<file path="config.mk">
export PLATFORM = sky130hd
export DESIGN_NAME = multi_ball_engine
export DESIGN_NICKNAME = d
export VERILOG_FILES = /design/src/rtl/multi_ball_engine.sv
export SDC_FILE = /design/constraint.sdc
export NUM_CORES = 1
export LEC_CHECK = 0
export BUFFER_PORTS_ARGS = -buffer_cell sky130_fd_sc_hd__buf_2
export CAP_MARGIN = 20
export CORE_MARGIN = 4
export CORE_UTILIZATION = 45
export DETAILED_ROUTE_END_ITERATION = 16
export GPL_TIMING_DRIVEN = 1
export SETUP_SLACK_MARGIN = 0.3
export SYNTH_ARGS = -nofsm -noshare
export SYNTH_HDL_FRONTEND = slang
export SYNTH_SLANG_ARGS = --single-unit
export TNS_END_PERCENT = 5
</file>
<file path="constraint.sdc">
create_clock -name clk -period 11.4 [get_ports clk]
set_input_delay 2.28 -clock clk [delete_from_list [all_inputs] [get_ports clk]]
set_output_delay 2.28 -clock clk [all_outputs]
set_load 0.1 [all_outputs]
</file>
<file path="src/rtl/multi_ball_engine.sv">
`default_nettype none
// ============================================================================
// multi_ball_engine : time-multiplexed gravity/paddle/wall update of N balls
// Revision 1.0
// ============================================================================
module multi_ball_engine #(
  parameter int N_BALLS = 4,
  parameter int POS_W   = 9,
  parameter int VEL_W   = 10,
  parameter int Y_MAX   = 310,
  parameter int G       = 1
) (
  input  logic                       clk,
  input  logic                       rst,
  input  logic                       tick,
  input  logic [N_BALLS-1:0]         release_req,  // 'release' is a reserved word
  input  logic [POS_W-1:0]           home,
  input  logic [POS_W-1:0]           handline,
  input  logic [7:0]                 hand_velocity,
  input  logic [1:0]                 k,
  output logic [N_BALLS*POS_W-1:0]   ball_y,
  output logic [N_BALLS-1:0]         active,
  output logic [N_BALLS-1:0]         lost,
  output logic [N_BALLS-1:0]         bounce_pulse,
  output logic                       busy,
  output logic                       done,
  output logic                       overrun
);

  localparam int IDX_W = (N_BALLS > 1) ? $clog2(N_BALLS) : 1;
  localparam int CW    = 32;
  localparam int V_LIM = (1 << (VEL_W - 1)) - 1;

  localparam logic [2:0] S_IDLE  = 3'd0;
  localparam logic [2:0] S_LOAD  = 3'd1;
  localparam logic [2:0] S_CALC  = 3'd2;
  localparam logic [2:0] S_WRITE = 3'd3;
  localparam logic [2:0] S_DONE  = 3'd4;

  logic [2:0]              state_q, state_d;
  logic [IDX_W-1:0]        idx_q, idx_d;
  logic [POS_W-1:0]        y_q [N_BALLS];
  logic [POS_W-1:0]        y_d [N_BALLS];
  logic signed [VEL_W-1:0] v_q [N_BALLS];
  logic signed [VEL_W-1:0] v_d [N_BALLS];
  logic [N_BALLS-1:0]      active_q, active_d, lost_q, lost_d;
  logic [N_BALLS-1:0]      pending_q, pending_d, bounce_q, bounce_d, overrun_q, consume;
  logic [POS_W-1:0]        cur_y_q, cur_y_d;
  logic signed [VEL_W-1:0] cur_v_q, cur_v_d;
  logic                    cur_act_q, cur_act_d, cur_lost_q, cur_lost_d;
  logic                    cur_bnc_q, cur_bnc_d, launch_q, launch_d;
  logic                    overrun_d;
  logic signed [CW-1:0]    v1, yn, y_ext, hl_ext, kick, bnc_v;

  function automatic logic signed [CW-1:0] sat(input logic signed [CW-1:0] x);
    if (x > V_LIM) return V_LIM;
    if (x < -V_LIM) return -V_LIM;
    return x;
  endfunction

  // State register
  always_ff @(posedge clk) begin
    if (rst) state_q <= S_IDLE;
    else     state_q <= state_d;
  end

  // Next-state logic; a tick in DONE starts the next frame directly
  always_comb begin
    state_d = state_q;
    case (state_q)
      S_IDLE:  if (tick) state_d = S_LOAD;
      S_LOAD:  state_d = S_CALC;
      S_CALC:  state_d = S_WRITE;
      S_WRITE: state_d = (idx_q == IDX_W'(N_BALLS - 1)) ? S_DONE : S_LOAD;
      S_DONE:  state_d = tick ? S_LOAD : S_IDLE;
      default: state_d = S_IDLE;
    endcase
  end

  // Output logic
  always_comb begin
    busy = (state_q == S_LOAD) || (state_q == S_CALC) || (state_q == S_WRITE);
    done = (state_q == S_DONE);
  end

  // Physics of the ball currently held in the working registers
  always_comb begin
    y_ext  = $signed(CW'(cur_y_q));
    hl_ext = $signed(CW'(handline));
    v1     = sat(CW'(cur_v_q) + G);
    yn     = y_ext + v1;
    kick   = (v1 * ($signed(CW'(k)) + 1)) >>> 2;
    bnc_v  = sat(-kick - $signed(CW'(hand_velocity)));
  end

  always_comb begin
    idx_d      = idx_q;
    y_d        = y_q;
    v_d        = v_q;
    active_d   = active_q;
    lost_d     = lost_q;
    bounce_d   = '0;
    consume    = '0;
    cur_y_d    = cur_y_q;
    cur_v_d    = cur_v_q;
    cur_act_d  = cur_act_q;
    cur_lost_d = cur_lost_q;
    cur_bnc_d  = cur_bnc_q;
    launch_d   = launch_q;
    case (state_q)
      S_IDLE, S_DONE: idx_d = '0;
      S_LOAD: begin
        cur_y_d    = y_q[idx_q];
        cur_v_d    = v_q[idx_q];
        cur_act_d  = active_q[idx_q];
        cur_lost_d = lost_q[idx_q];
        cur_bnc_d  = 1'b0;
        launch_d   = pending_q[idx_q];
        if (pending_q[idx_q]) begin
          consume[idx_q] = 1'b1;
          cur_y_d    = (CW'(home) >= Y_MAX) ? POS_W'(Y_MAX - 1) : home;
          cur_v_d    = '0;
          cur_act_d  = 1'b1;
          cur_lost_d = 1'b0;
        end
      end
      S_CALC: begin
        if (cur_act_q && !launch_q) begin
          if (yn >= Y_MAX) begin
            cur_y_d    = POS_W'(Y_MAX);
            cur_v_d    = '0;
            cur_act_d  = 1'b0;
            cur_lost_d = 1'b1;
          end else if (v1 > 0 && y_ext < hl_ext && yn >= hl_ext) begin
            cur_y_d   = handline;
            cur_v_d   = VEL_W'(bnc_v);
            cur_bnc_d = 1'b1;
          end else if (yn < 0) begin
            cur_y_d = '0;
            cur_v_d = VEL_W'(-v1);
          end else begin
            cur_y_d = POS_W'(yn);
            cur_v_d = VEL_W'(v1);
          end
        end
      end
      S_WRITE: begin
        y_d[idx_q]      = cur_y_q;
        v_d[idx_q]      = cur_v_q;
        active_d[idx_q] = cur_act_q;
        lost_d[idx_q]   = cur_lost_q;
        bounce_d[idx_q] = cur_bnc_q;
        idx_d           = idx_q + 1'b1;
      end
      default: ;
    endcase
  end

  // A release coinciding with its own consume survives into the next frame
  always_comb begin
    pending_d = (pending_q & ~consume) | release_req;
    overrun_d = overrun_q[0] | (tick & busy);
  end

  always_ff @(posedge clk) begin
    if (rst) begin
      for (int i = 0; i < N_BALLS; i++) begin
        y_q[i] <= '0;
        v_q[i] <= '0;
      end
      idx_q      <= '0;
      active_q   <= '0;
      lost_q     <= '0;
      pending_q  <= '0;
      bounce_q   <= '0;
      overrun_q  <= '0;
      cur_y_q    <= '0;
      cur_v_q    <= '0;
      cur_act_q  <= 1'b0;
      cur_lost_q <= 1'b0;
      cur_bnc_q  <= 1'b0;
      launch_q   <= 1'b0;
    end else begin
      y_q        <= y_d;
      v_q        <= v_d;
      idx_q      <= idx_d;
      active_q   <= active_d;
      lost_q     <= lost_d;
      pending_q  <= pending_d;
      bounce_q   <= bounce_d;
      overrun_q  <= {{(N_BALLS-1){1'b0}}, overrun_d};
      cur_y_q    <= cur_y_d;
      cur_v_q    <= cur_v_d;
      cur_act_q  <= cur_act_d;
      cur_lost_q <= cur_lost_d;
      cur_bnc_q  <= cur_bnc_d;
      launch_q   <= launch_d;
    end
  end

  generate
    for (genvar gi = 0; gi < N_BALLS; gi++) begin : g_out
      assign ball_y[gi*POS_W +: POS_W] = y_q[gi];
    end
  endgenerate

  assign active       = active_q;
  assign lost         = lost_q;
  assign bounce_pulse = bounce_q;
  assign overrun      = overrun_q[0];

endmodule
`default_nettype wire
</file>
==> results.sh <==
export IMPL_wl_per_cell_um=18.2
export IMPL_rows=54
export IMPL_pre_cts_ws_ps=1740
export IMPL_swShare_pct=45.0
export IMPL_critical_path_slowest_cell="dfxtp_1"
export IMPL_finalSetupTns_ps=0
export IMPL_die_area_mm2=0.0250
export IMPL_first_pass_iters=5
export IMPL_worst_pin_slew_ps=1100
export IMPL_grt_pass1_vias=9096
export IMPL_drive_above_1_share_pct=12.7
export IMPL_p_seq_share_pct=19.8
export IMPL_die_width_um=158
export IMPL_leakage_nw=4.87
export IMPL_area_delta_synth_final_pct=11.4
export IMPL_netlist_instances=1302
export IMPL_critPathArrivalTime_ps=9850
export IMPL_layout_commonest_cell="nand2_1"
export IMPL_ys_warn_count=0
export IMPL_synth_edf_count=0
export IMPL_setup_violations=0
export IMPL_clockPowerShare_pct=22.5
export IMPL_post_cts_setup_buffer_count=0
export IMPL_cp_required_ps=11730
export IMPL_antenna_found_initial=3
export IMPL_slew_limit_headroom_pct=26.8
export IMPL_ctsResizeCount=0
export IMPL_status="finished clean"
export IMPL_grt_pass1_wl_mm=47.1
export IMPL_skew_ps=9.52
export IMPL_slew_violations=0
export IMPL_route_vias_total=9508
export IMPL_fmax_ghz=0.105
export IMPL_ys_seq_area_share_pct=23.9
export IMPL_period_needed_ps=9520
export IMPL_routed_via_density=5.82
export IMPL_syn_nets=1451
export IMPL_core_mm2=0.0220
export IMPL_holdCritPathClass="reg -> reg"
export IMPL_cts_hold_buffers_added=0
export IMPL_netlist_top_cells_area="dfxtp_1 (24%), ha_1 (12%), nand2_1 (8.0%)"
export IMPL_wl_mm=29.7
export IMPL_clkTransAtPathRegs_ps=50
export IMPL_ys_flop_type="dfxtp_1"
export IMPL_clockRootBuffer="clkbuf_16"
export IMPL_cts_sinks=121
export IMPL_p_switching_mw=1.11
export IMPL_clockBufferDepth=2
export IMPL_end_kind="flop"
export IMPL_path_class="reg -> reg"
export IMPL_cts_tree="done"
export IMPL_power_density_mw_per_mm2=219
export IMPL_grt_overflow=0
export IMPL_hpwlAfterDp_mm=21.7
export IMPL_worstPathMaxFanout=12
export IMPL_io_pins=86
export IMPL_fin_ws_ps=1880
export IMPL_p_int_mw=1.36
export IMPL_start_util_pct=46.1
export IMPL_synthDistinctLibCells=88
export IMPL_rsz0062_at_grt="false"
export IMPL_slowest_delay_ps=690
export IMPL_hold_violations=0
export IMPL_vdd_ir_drop_worst_uv=157
export IMPL_port_buffer_count=85
export IMPL_cap_violations=0
export IMPL_pwr_share_comb_pct=57.7
export IMPL_ys_seq_elements=121
export IMPL_synth_area_mm2=0.0101
export IMPL_drt_iter0_drc=607
export IMPL_fin_crit_sh_pct=83.5
export IMPL_grt_start_max_net_pins=87
export IMPL_syn_avg_cell_area_um2=7.79
export IMPL_mostFrequentLayoutCells="nand2_1 (217), a21oi_1 (147), dfxtp_1 (121)"
export IMPL_drt_antenna_violating_nets=0
export IMPL_cts_buffers_inserted=17
export IMPL_nNetsFinal=1491
export IMPL_cts_max_level=4
export IMPL_clock_latency_ps=410
export IMPL_drcViolationCount=0
export IMPL_utilization_pct=51.3
export IMPL_die_h_um=158
export IMPL_fillCellCount=2146
export IMPL_critPathLaunchType="flop"
export IMPL_place_gp_congestion=0.924
export IMPL_synthArstFlopShare_pct=0
export IMPL_synth_top_area_cell="dfxtp_1"
export IMPL_yosysTopAreaCellShare_pct=23.9
export IMPL_grt_use_total_pct=23.3
## sequential cells by signal, summed over array words and instances (netlist names)
register and cells:
bounce_pulse 4, pending_q 4, cur_act_q 1, state_q 3
cur_v_q 10, launch_q 1, active 4, ball_y 36
idx_q 2, cur_bnc_q 1, lost 4, v_q 40
cur_lost_q 1, cur_y_q 9, overrun_q 1
## path summary, 6_finish.rpt
check / cells after the start / start / to / slack (ps)
setup / recovery: 35 / cur_v_q[1] / cur_v_q[1] / 1880
hold / removal: 2 / v_q[39] / v_q[39] / 450
setup reg to reg: 35 / cur_v_q[1] / cur_v_q[1] / 1880
hold reg to reg: 2 / v_q[39] / v_q[39] / 450
## layer usage
metal  vias to the layer above  wire, um  share of wire, %  GRT usage [%]
li1                       4667         -                 -              -
met1                      4545     13900                47           32.4
met2                       258     13900                47           38.3
met3                        34      1490               5.0           3.99
met4                         4       372               1.3           4.51
met5                         -        20             0.067              0
## Yosys cell counts (7+ instances only)
cell      count
ha_1         99
a21o_1       28
mux2i_1       7
o22ai_1      12
nand2b_1     15
mux4_2       22
xnor2_1      33
and2_1       27
o21ai_0      41
nor3_1       20
nand4_1      17
o211ai_1     14
nand2_1     217
a211oi_1     12
nor2_1       73
buf_2         7
clkbuf_1     55
a22oi_1      10
dfxtp_1     121
xor2_1       18
or3_1         7
o21a_1        7
fa_1         15
inv_1        97
nor2b_1      17
a21oi_1     147
and3_1       20
nand3_1      19
## logic make-up (layout without fill, tap and decap cells)
group	Yosys count	after routing	synth area share (%)
other cells	0	2	0
simple gates	469	469	22.3
fa+ha+maj	114	114	15.2
buf+inv	168	219	6.39
mux	30	30	5.69
xor+xnor	51	51	4.40
compound gates	349	349	22.2
flops	121	121	23.9
## metrics by stage
stage	cell area (um^2)	instances	hold WS (ps)	power [mW]
after floorplan	10100	1302	433	1.60
after global placement	10700	1603	438	1.90
after detailed placement	10700	1603	447	1.90
after CTS	11300	1633	454	2.47
after global routing	11300	1634	469	2.65
final	11300	1635	451	2.47
## critical path: cells and delay by family, from the launching register on
family,cells,cell delay (ps)
buffers and inverters,2,100
adders and majority gates,6,2140
and+or+nand+nor,7,1410
xor gates and xnor gates,1,260
AOI/OAI and AO/OA,19,4820
DFF,1,690
## power by group through the flow
stage | combinational (mW) | clock, mW | sequential [mW]
floorplan | 1.12 | 0 | 0.479
global placement | 1.40 | 0 | 0.497
detailed placement | 1.41 | 0 | 0.497
finish | 1.43 | 0.557 | 0.490
CTS | 1.42 | 0.560 | 0.488
global route | 1.58 | 0.577 | 0.492
## cell type report
cell class                      instances  area [um^2]  share of cell area [%]
Multi-Input combinational cell       1013         7080                    62.7
Timing Repair Buffer                   91          473                    4.19
Inverter                               98          368                    3.26
Antenna cell                            2         5.00                  0.0443
Tap cell                              280          350                    3.10
Sequential cell                       121         2420                    21.4
Clock buffer                           22          454                    4.02
Clock inverter                          8          146                    1.30
Power figures use the tool's default switching activity.
